File: src/rtl/mul_pkg.sv
// Shared types and helpers for the radix-4 Booth multiplier.
package mul_pkg;

   // Booth digit as one-hot magnitude plus sign: {neg, one, two}
   typedef struct packed {
      logic neg;
      logic one;
      logic two;
   } booth_dig_t;

   typedef enum logic [1:0] {
      IDLE = 2'd0,
      CALC = 2'd1,
      DONE = 2'd2
   } state_t;

   // Radix-4 digits needed to cover a WID-bit operand extended by two bits
   function automatic int n_digits(input int wid);
      return (wid + 2) / 2;
   endfunction

endpackage

File: src/rtl/booth_r4_mul_if.sv
// Operand / product handshake bundle for booth_r4_mul.
interface booth_r4_mul_if #(parameter int WID = 8);
   logic               in_valid;
   logic               in_ready;
   logic               sgn_i;
   logic [WID-1:0]     op1_i;
   logic [WID-1:0]     op2_i;
   logic               out_valid;
   logic               out_ready;
   logic [2*WID-1:0]   prod_o;

   modport master (
      output in_valid, sgn_i, op1_i, op2_i, out_ready,
      input  in_ready, out_valid, prod_o
   );

   modport slave (
      input  in_valid, sgn_i, op1_i, op2_i, out_ready,
      output in_ready, out_valid, prod_o
   );
endinterface

File: src/rtl/booth_r4_mul_enc.sv
// Radix-4 Booth recoder: 3-bit multiplier window to {neg, one, two}.
module booth_enc
   import mul_pkg::*;
(
   input  logic [2:0] win_i,
   output booth_dig_t dig_o
);

   // Window {y[2i+1], y[2i], y[2i-1]} selects a digit in -2..+2
   always_comb begin
      dig_o = '0;
      case (win_i)
         3'b001, 3'b010: dig_o.one = 1'b1;
         3'b011:         dig_o.two = 1'b1;
         3'b100:         begin dig_o.neg = 1'b1; dig_o.two = 1'b1; end
         3'b101, 3'b110: begin dig_o.neg = 1'b1; dig_o.one = 1'b1; end
         default:        dig_o = '0;
      endcase
   end

endmodule

File: src/rtl/booth_r4_mul.sv
// Iterative radix-4 Booth multiplier, one digit per cycle, fixed latency.
module booth_r4_mul
   import mul_pkg::*;
#(
   parameter int WID = 8
) (
   input  logic           clk,
   input  logic           rst,
   booth_r4_mul_if.slave  bus
);

   localparam int N  = n_digits(WID);
   localparam int EW = WID + 2;
   localparam int AW = 2*WID + 4;
   localparam int CW = $clog2(N);

   state_t           state_q, state_d;
   logic [EW-1:0]    x_q;
   logic [EW:0]      y_q;          // y_q[0] is the appended y[-1] = 0
   logic [AW-1:0]    acc_q, acc_d;
   logic [CW-1:0]    cnt_q;
   logic [2*WID-1:0] prod_q;

   logic [AW-1:0]    x_ext, mag, term;
   logic [2:0]       win;
   booth_dig_t       dig;
   logic             last;

   assign last = (cnt_q == CW'(N-1));
   assign win  = y_q[{cnt_q, 1'b0} +: 3];

   booth_enc u_enc (.win_i(win), .dig_o(dig));

   // Partial product for the current digit, weighted by 4^cnt, added to acc
   always_comb begin
      x_ext = {{(AW-EW){x_q[EW-1]}}, x_q};
      mag   = '0;
      if (dig.two)      mag = x_ext << 1;
      else if (dig.one) mag = x_ext;
      term  = dig.neg ? (~mag + 1'b1) : mag;
      acc_d = acc_q + (term << {cnt_q, 1'b0});
   end

   // State register
   always_ff @(posedge clk) begin
      if (rst) state_q <= IDLE;
      else     state_q <= state_d;
   end

   // Next-state logic; in_valid is only looked at in IDLE
   always_comb begin
      state_d = state_q;
      case (state_q)
         IDLE:    if (bus.in_valid) state_d = CALC;
         CALC:    if (last)         state_d = DONE;
         DONE:    if (bus.out_ready) state_d = IDLE;
         default: state_d = IDLE;
      endcase
   end

   // Handshake outputs decode straight from registered state
   always_comb begin
      bus.in_ready  = (state_q == IDLE);
      bus.out_valid = (state_q == DONE);
      bus.prod_o    = prod_q;
   end

   // Operand latch, accumulation and product capture
   always_ff @(posedge clk) begin
      if (rst) begin
         x_q    <= '0;
         y_q    <= '0;
         acc_q  <= '0;
         cnt_q  <= '0;
         prod_q <= '0;
      end else begin
         case (state_q)
            IDLE: if (bus.in_valid) begin
               x_q   <= {{2{bus.sgn_i & bus.op1_i[WID-1]}}, bus.op1_i};
               y_q   <= {{2{bus.sgn_i & bus.op2_i[WID-1]}}, bus.op2_i, 1'b0};
               acc_q <= '0;
               cnt_q <= '0;
            end
            CALC: begin
               acc_q <= acc_d;
               cnt_q <= cnt_q + 1'b1;
               if (last) prod_q <= acc_d[2*WID-1:0];
            end
            default: ;
         endcase
      end
   end

endmodule

File: src/flat_wrapper.sv
// flat-port wrapper written by rule: the top's interface ports become plain ports
module booth_r4_mul_flat import mul_pkg::*;
#(
   parameter int WID = 8
)
  (clk, rst, bus_in_valid, bus_sgn_i, bus_op1_i, bus_op2_i, bus_out_ready, bus_in_ready, bus_out_valid, bus_prod_o);
  booth_r4_mul_if #(.WID(WID)) bus_i ();
  input  logic clk;
  input  logic rst;
  input wire logic [$bits(bus_i.in_valid)-1:0] bus_in_valid;
  input wire logic [$bits(bus_i.sgn_i)-1:0] bus_sgn_i;
  input wire logic [$bits(bus_i.op1_i)-1:0] bus_op1_i;
  input wire logic [$bits(bus_i.op2_i)-1:0] bus_op2_i;
  input wire logic [$bits(bus_i.out_ready)-1:0] bus_out_ready;
  output wire logic [$bits(bus_i.in_ready)-1:0] bus_in_ready;
  output wire logic [$bits(bus_i.out_valid)-1:0] bus_out_valid;
  output wire logic [$bits(bus_i.prod_o)-1:0] bus_prod_o;
  assign bus_i.in_valid = bus_in_valid;
  assign bus_i.sgn_i = bus_sgn_i;
  assign bus_i.op1_i = bus_op1_i;
  assign bus_i.op2_i = bus_op2_i;
  assign bus_i.out_ready = bus_out_ready;
  assign bus_in_ready = bus_i.in_ready;
  assign bus_out_valid = bus_i.out_valid;
  assign bus_prod_o = bus_i.prod_o;
  booth_r4_mul #(.WID(WID)) u_core (.clk(clk), .rst(rst), .bus(bus_i));
endmodule
File: config.mk
export PLATFORM = sky130hd
export DESIGN_NAME = booth_r4_mul_flat
export DESIGN_NICKNAME = d
export VERILOG_FILES = /design/src/rtl/mul_pkg.sv /design/src/rtl/booth_r4_mul_if.sv /design/src/rtl/booth_r4_mul_enc.sv /design/src/rtl/booth_r4_mul.sv /design/src/flat_wrapper.sv
export SDC_FILE = /design/constraint.sdc
export NUM_CORES = 1
export LEC_CHECK = 0
export ABC_AREA = 1
export CORE_MARGIN = 2
export CORE_UTILIZATION = 62
export DETAILED_ROUTE_END_ITERATION = 16
export GPL_TIMING_DRIVEN = 0
export PLACE_DENSITY_LB_ADDON = 0.12
export SLEW_MARGIN = 20
export SYNTH_ARGS = -nofsm -noshare
export SYNTH_HDL_FRONTEND = slang
export SYNTH_SLANG_ARGS = --single-unit
File: constraint.sdc
create_clock -name clk -period 13.5 [get_ports clk]
set_input_delay 2.025 -clock clk [delete_from_list [all_inputs] [get_ports clk]]
set_output_delay 2.025 -clock clk [all_outputs]
set_load 0.005 [all_outputs]
==> run summary <==
The maximum cell stage delay along the critical path came out at around 0.40 ns. At the end of routability-driven placement, the weighted congestion stood at 0.945. The startpoint identified for the worst register-to-register timing path is u_core.cnt_q[1]$_SDFFE_PP0P_. Counting cells, the worst reg-to-reg path comes to 39. The slack of the worst reg-to-reg path is 7.28 ns.

In this run, post-CTS hold repair placed 0 buffers. STA puts the critical path data arrival time at approximately 6.5 ns. Derived from the worst setup path, the maximum achievable clock frequency is roughly 0.16 GHz. The endpoint identified for the worst register-to-register timing path is u_core.bus.prod_o[15]$_SDFFE_PP0P_.

The routed length on met2 came out at between 4 and 5 mm. In the final routing, the length of wire on met1 measures roughly 4.3 mm. The tightest slew margin relative to the limit came out at between 50% and 60%. The number of diodes is 0. The number of instances resized during post-cts repair is 0. The data required time of the worst path came out at approximately 14 ns. The global router's overall resource usage is about 29%.

The setup TNS is 0 ns. The core region area is roughly 5900 um2. The max-slew violation total from the final report was 0. The clock latency on the worst-skew pair came out at roughly 0.33 ns. The net count of the mapped netlist came out at 609. The first global-routing pass estimated between 10 and 15 mm of wire. The origin of the worst min-delay path is u_core.y_q[5]$_SDFFE_PP0P_.

The total of warnings raised by yosys is 0. The number of fill cells in the layout came out at around 500. For the pin with the worst max-slew slack, the measured transition is 0.676 ns. The total overflow left after global routing is 0. VDD sags by at most approximately 91 uV. After detailed routing, the average wire length per cell comes to roughly 13 um.

STA classifies the critical path startpoint as a flop. The number of antenna violations at the first check in global routing is 0. The minimum clock period after layout came out at just over 6 ns. The max-cap check violation count is 0. For this design the static power due to leakage is 2.02 nW. The fraction of synthesis flops using an asynchronous set or reset pin is 0%. The pin count of the biggest net entering global routing came out at 18. The number of port buffers is 37. The per-instance average area after synthesis came out at approximately 6.7 um2. Once detail routing completed, the nets flagged for antenna violations numbered 0. For this design, the slowest cell found on the critical path is o21ai_0. The die is 82.1 um tall. Power spread over the standard cell area amounts to 113 nW/um2. The flow ran to the end, and the final reports show no timing, DRC or antenna violations. The total iterations of the first detailed-routing run came out at 6. The final number of hold-violating endpoints came out at 0.

Setup violations remaining at the end of the flow were counted as 0. The part of the cycle the worst path needs came out at approximately 46%. The clock sink count is 55.

The sequential area share after synthesis is between 20% and 30%. The initial core utilization came out at 63.8%. The category of the most critical setup path is flop to flop. After detailed routing, the number of remaining DRC violations is 0.

The post-route netlist has ~7.9% of its cells at a drive strength greater than 1. The power consumption is around 500 uW. The net total in the final layout is 653.

Counting flops with a built-in enable in the synthesized netlist gives 0. The post-detailed-placement half-perimeter wirelength is 7.16 mm. The violation count after the first detailed-routing iteration is 300.

The die area came out at approximately 6700 um2. The routed via count divided by cell count came out at around 5.5. After technology mapping, the gate count stands at 563.

In this run the clock root is driven by a clkbuf_8. The highest layer touched by signal routing is met4. The worst setup path is captured at a flop. The instance count along the most critical hold path is 2. In this run the worst hold path is classified as flop to flop. After clock tree synthesis, the clock-pin slew on the worst setup and hold paths is roughly 0.11 ns. The register bit count reported by yosys is 55. TritonCTS built the clock tree. The cell area that synthesis handed to floorplanning was 3780 um2. The buffer depth of the longest clock path is 2.

The maximum fanout along the worst path is 10. The routed layout has 3733 vias. The number of top-level pins came out at 39. The area growth from synthesis to final layout is 15.6%. The cell repeated most along the worst path is nand2_1. The worst clock skew on the final layout is approximately 0.023 ns. The end of the worst hold path is u_core.y_q[5]$_SDFFE_PP0P_. The post-CTS setup buffer count came out at 0. The met3 routed wirelength is ~400 um.

The count of H-tree levels built during CTS came out at 2. The via count of the first global-routing pass is 3323. The row count is 28. The leading register cell type out of synthesis is dfxtp_1. The count of cell types in the netlist is 38.

Wires add up to between 9 and 10 mm. The number of buffers created by CTS is 5. The floorplan die width is ~80 um.

Setup repair after global routing left no endpoint under its margin.
-- power breakdown --
group	switching (mW)	leakage [nW]	internal (mW)
sequential	0.00680	0.448	0.172
combinational	0.125	1.51	0.0697
clock	0.0582	0.0618	0.0611
total	0.190	2.02	0.302
-- routing by layer --
| metal | vias up | global-route usage [%] |
|---|---|---|
| li1 | 1902 | - |
| met1 | 1716 | 40.3 |
| met2 | 102 | 45.6 |
| met3 | 13 | 4.29 |
| met4 | 0 | 7.00 |
| met5 | - | 0 |
-- worst max-delay path by stage --
stage                            startpoint                                  to  slack, ns
3_3_place_gp   u_core.cnt_q[1]$_SDFFE_PP0P_  u_core.bus.prod_o[15]$_SDFFE_PP0P_       7.66
4_1_cts        u_core.cnt_q[1]$_SDFFE_PP0P_  u_core.bus.prod_o[15]$_SDFFE_PP0P_       7.34
2_1_floorplan  u_core.cnt_q[1]$_SDFFE_PP0P_  u_core.bus.prod_o[15]$_SDFFE_PP0P_       8.51
6_report       u_core.cnt_q[1]$_SDFFE_PP0P_  u_core.bus.prod_o[15]$_SDFFE_PP0P_       7.28
3_5_place_dp   u_core.cnt_q[1]$_SDFFE_PP0P_  u_core.bus.prod_o[15]$_SDFFE_PP0P_       7.41
5_1_grt        u_core.cnt_q[1]$_SDFFE_PP0P_  u_core.bus.prod_o[15]$_SDFFE_PP0P_       6.71
-- cell type report --
type,instances,area [um2],share of cell area (%)
clock inverters,2,38.8,0.888
plain buffers,25,121,2.78
flip-flops and latches,55,1100,25.2
inverters,64,243,5.56
multi-input cells,419,2320,53.1
repair buffers,37,370,8.48
well taps,75,93.8,2.15
clock buffers,6,82.6,1.89
-- metrics by stage --
step,setup WS (ns),area (um2),hold WS [ns],util (%),instances
after floorplan,8.51,3780,0.424,-,563
after global placement,7.66,4240,0.446,71.6,675
after detailed placement,7.41,4240,0.447,71.6,675
after CTS,7.34,4360,0.462,73.7,683
after global routing,6.71,4370,0.488,73.8,683
final,7.28,4370,0.465,73.8,683
-- state kept, by name (all words and copies together) (netlist names) --
register / count
u_core.acc_q: 16
u_core.bus.prod_o: 16
u_core.x_q: 9
u_core.y_q: 9
u_core.cnt_q: 3
u_core.state_q: 2
-- cell usage after synthesis (2+ instances only) --
master,n,share of area (%)
xnor2_1,7,1.6
nand2_2,5,0.83
a211oi_1,2,0.40
clkinv_1,4,0.40
nand2_1,127,13
o21ai_1,2,0.26
nor2_1,71,7.1
o22ai_1,2,0.33
nor2_2,3,0.50
clkbuf_1,17,1.7
buf_6,2,0.60
buf_4,2,0.40
mux2i_1,2,0.53
nand3_2,4,1.1
o21ai_0,45,6.0
inv_2,3,0.30
nand3_4,4,1.9
xor2_1,12,2.8
dfxtp_1,55,29
nand2_4,6,1.8
a21oi_1,45,6.0
o221ai_1,2,0.46
a221oi_1,2,0.46
nor3_1,3,0.40
a31oi_1,4,0.66
o21ai_2,2,0.46
o211ai_1,2,0.40
nand3_1,37,4.9
inv_1,56,5.6
buf_2,4,0.53
ha_1,24,7.9
-- cells in the final DEF, fill, tap and decap left out, types with 5 or more instances in the layout --
cell | synthesis | final
nor2_1 | 71 | 71
inv_1 | 56 | 56
dfxtp_1 | 55 | 55
clkbuf_8 | 0 | 6
nand2_2 | 5 | 5
clkbuf_1 | 17 | 17
o21ai_0 | 45 | 45
xor2_1 | 12 | 12
nand3_1 | 37 | 37
clkdlybuf4s50_1 | 0 | 37
ha_1 | 24 | 24
a21oi_1 | 45 | 45
nand2_4 | 6 | 6
xnor2_1 | 7 | 7
nand2_1 | 127 | 127
-- cell families (layout without fill, tap and decap cells) --
kind of cell / count (synthesis) / in the layout / share of synthesized area (%)
xor gates and xnor gates: 19 / 19 / 4.41
and+or+nand+nor: 263 / 263 / 32.0
muxes: 2 / 2 / 0.530
adders and majority gates: 25 / 25 / 8.48
DFF: 55 / 55 / 29.1
buffers and inverters: 89 / 134 / 9.64
AOI/OAI and AO/OA: 110 / 110 / 15.8
-- worst max-delay path: cells and delay by family, from the launching register on --
kind | cells | cell delay, ns
XOR/XNOR | 2 | 0.37
multiplexers | 1 | 0.25
AO/OA/AOI/OAI | 7 | 1.35
flip-flops | 1 | 0.35
AND/OR/NAND/NOR | 18 | 1.91
adder cells (fa/ha/maj) | 3 | 0.86
buffers and inverters | 8 | 1.03
No activity file was read; power rests on OpenSTA's default activity.
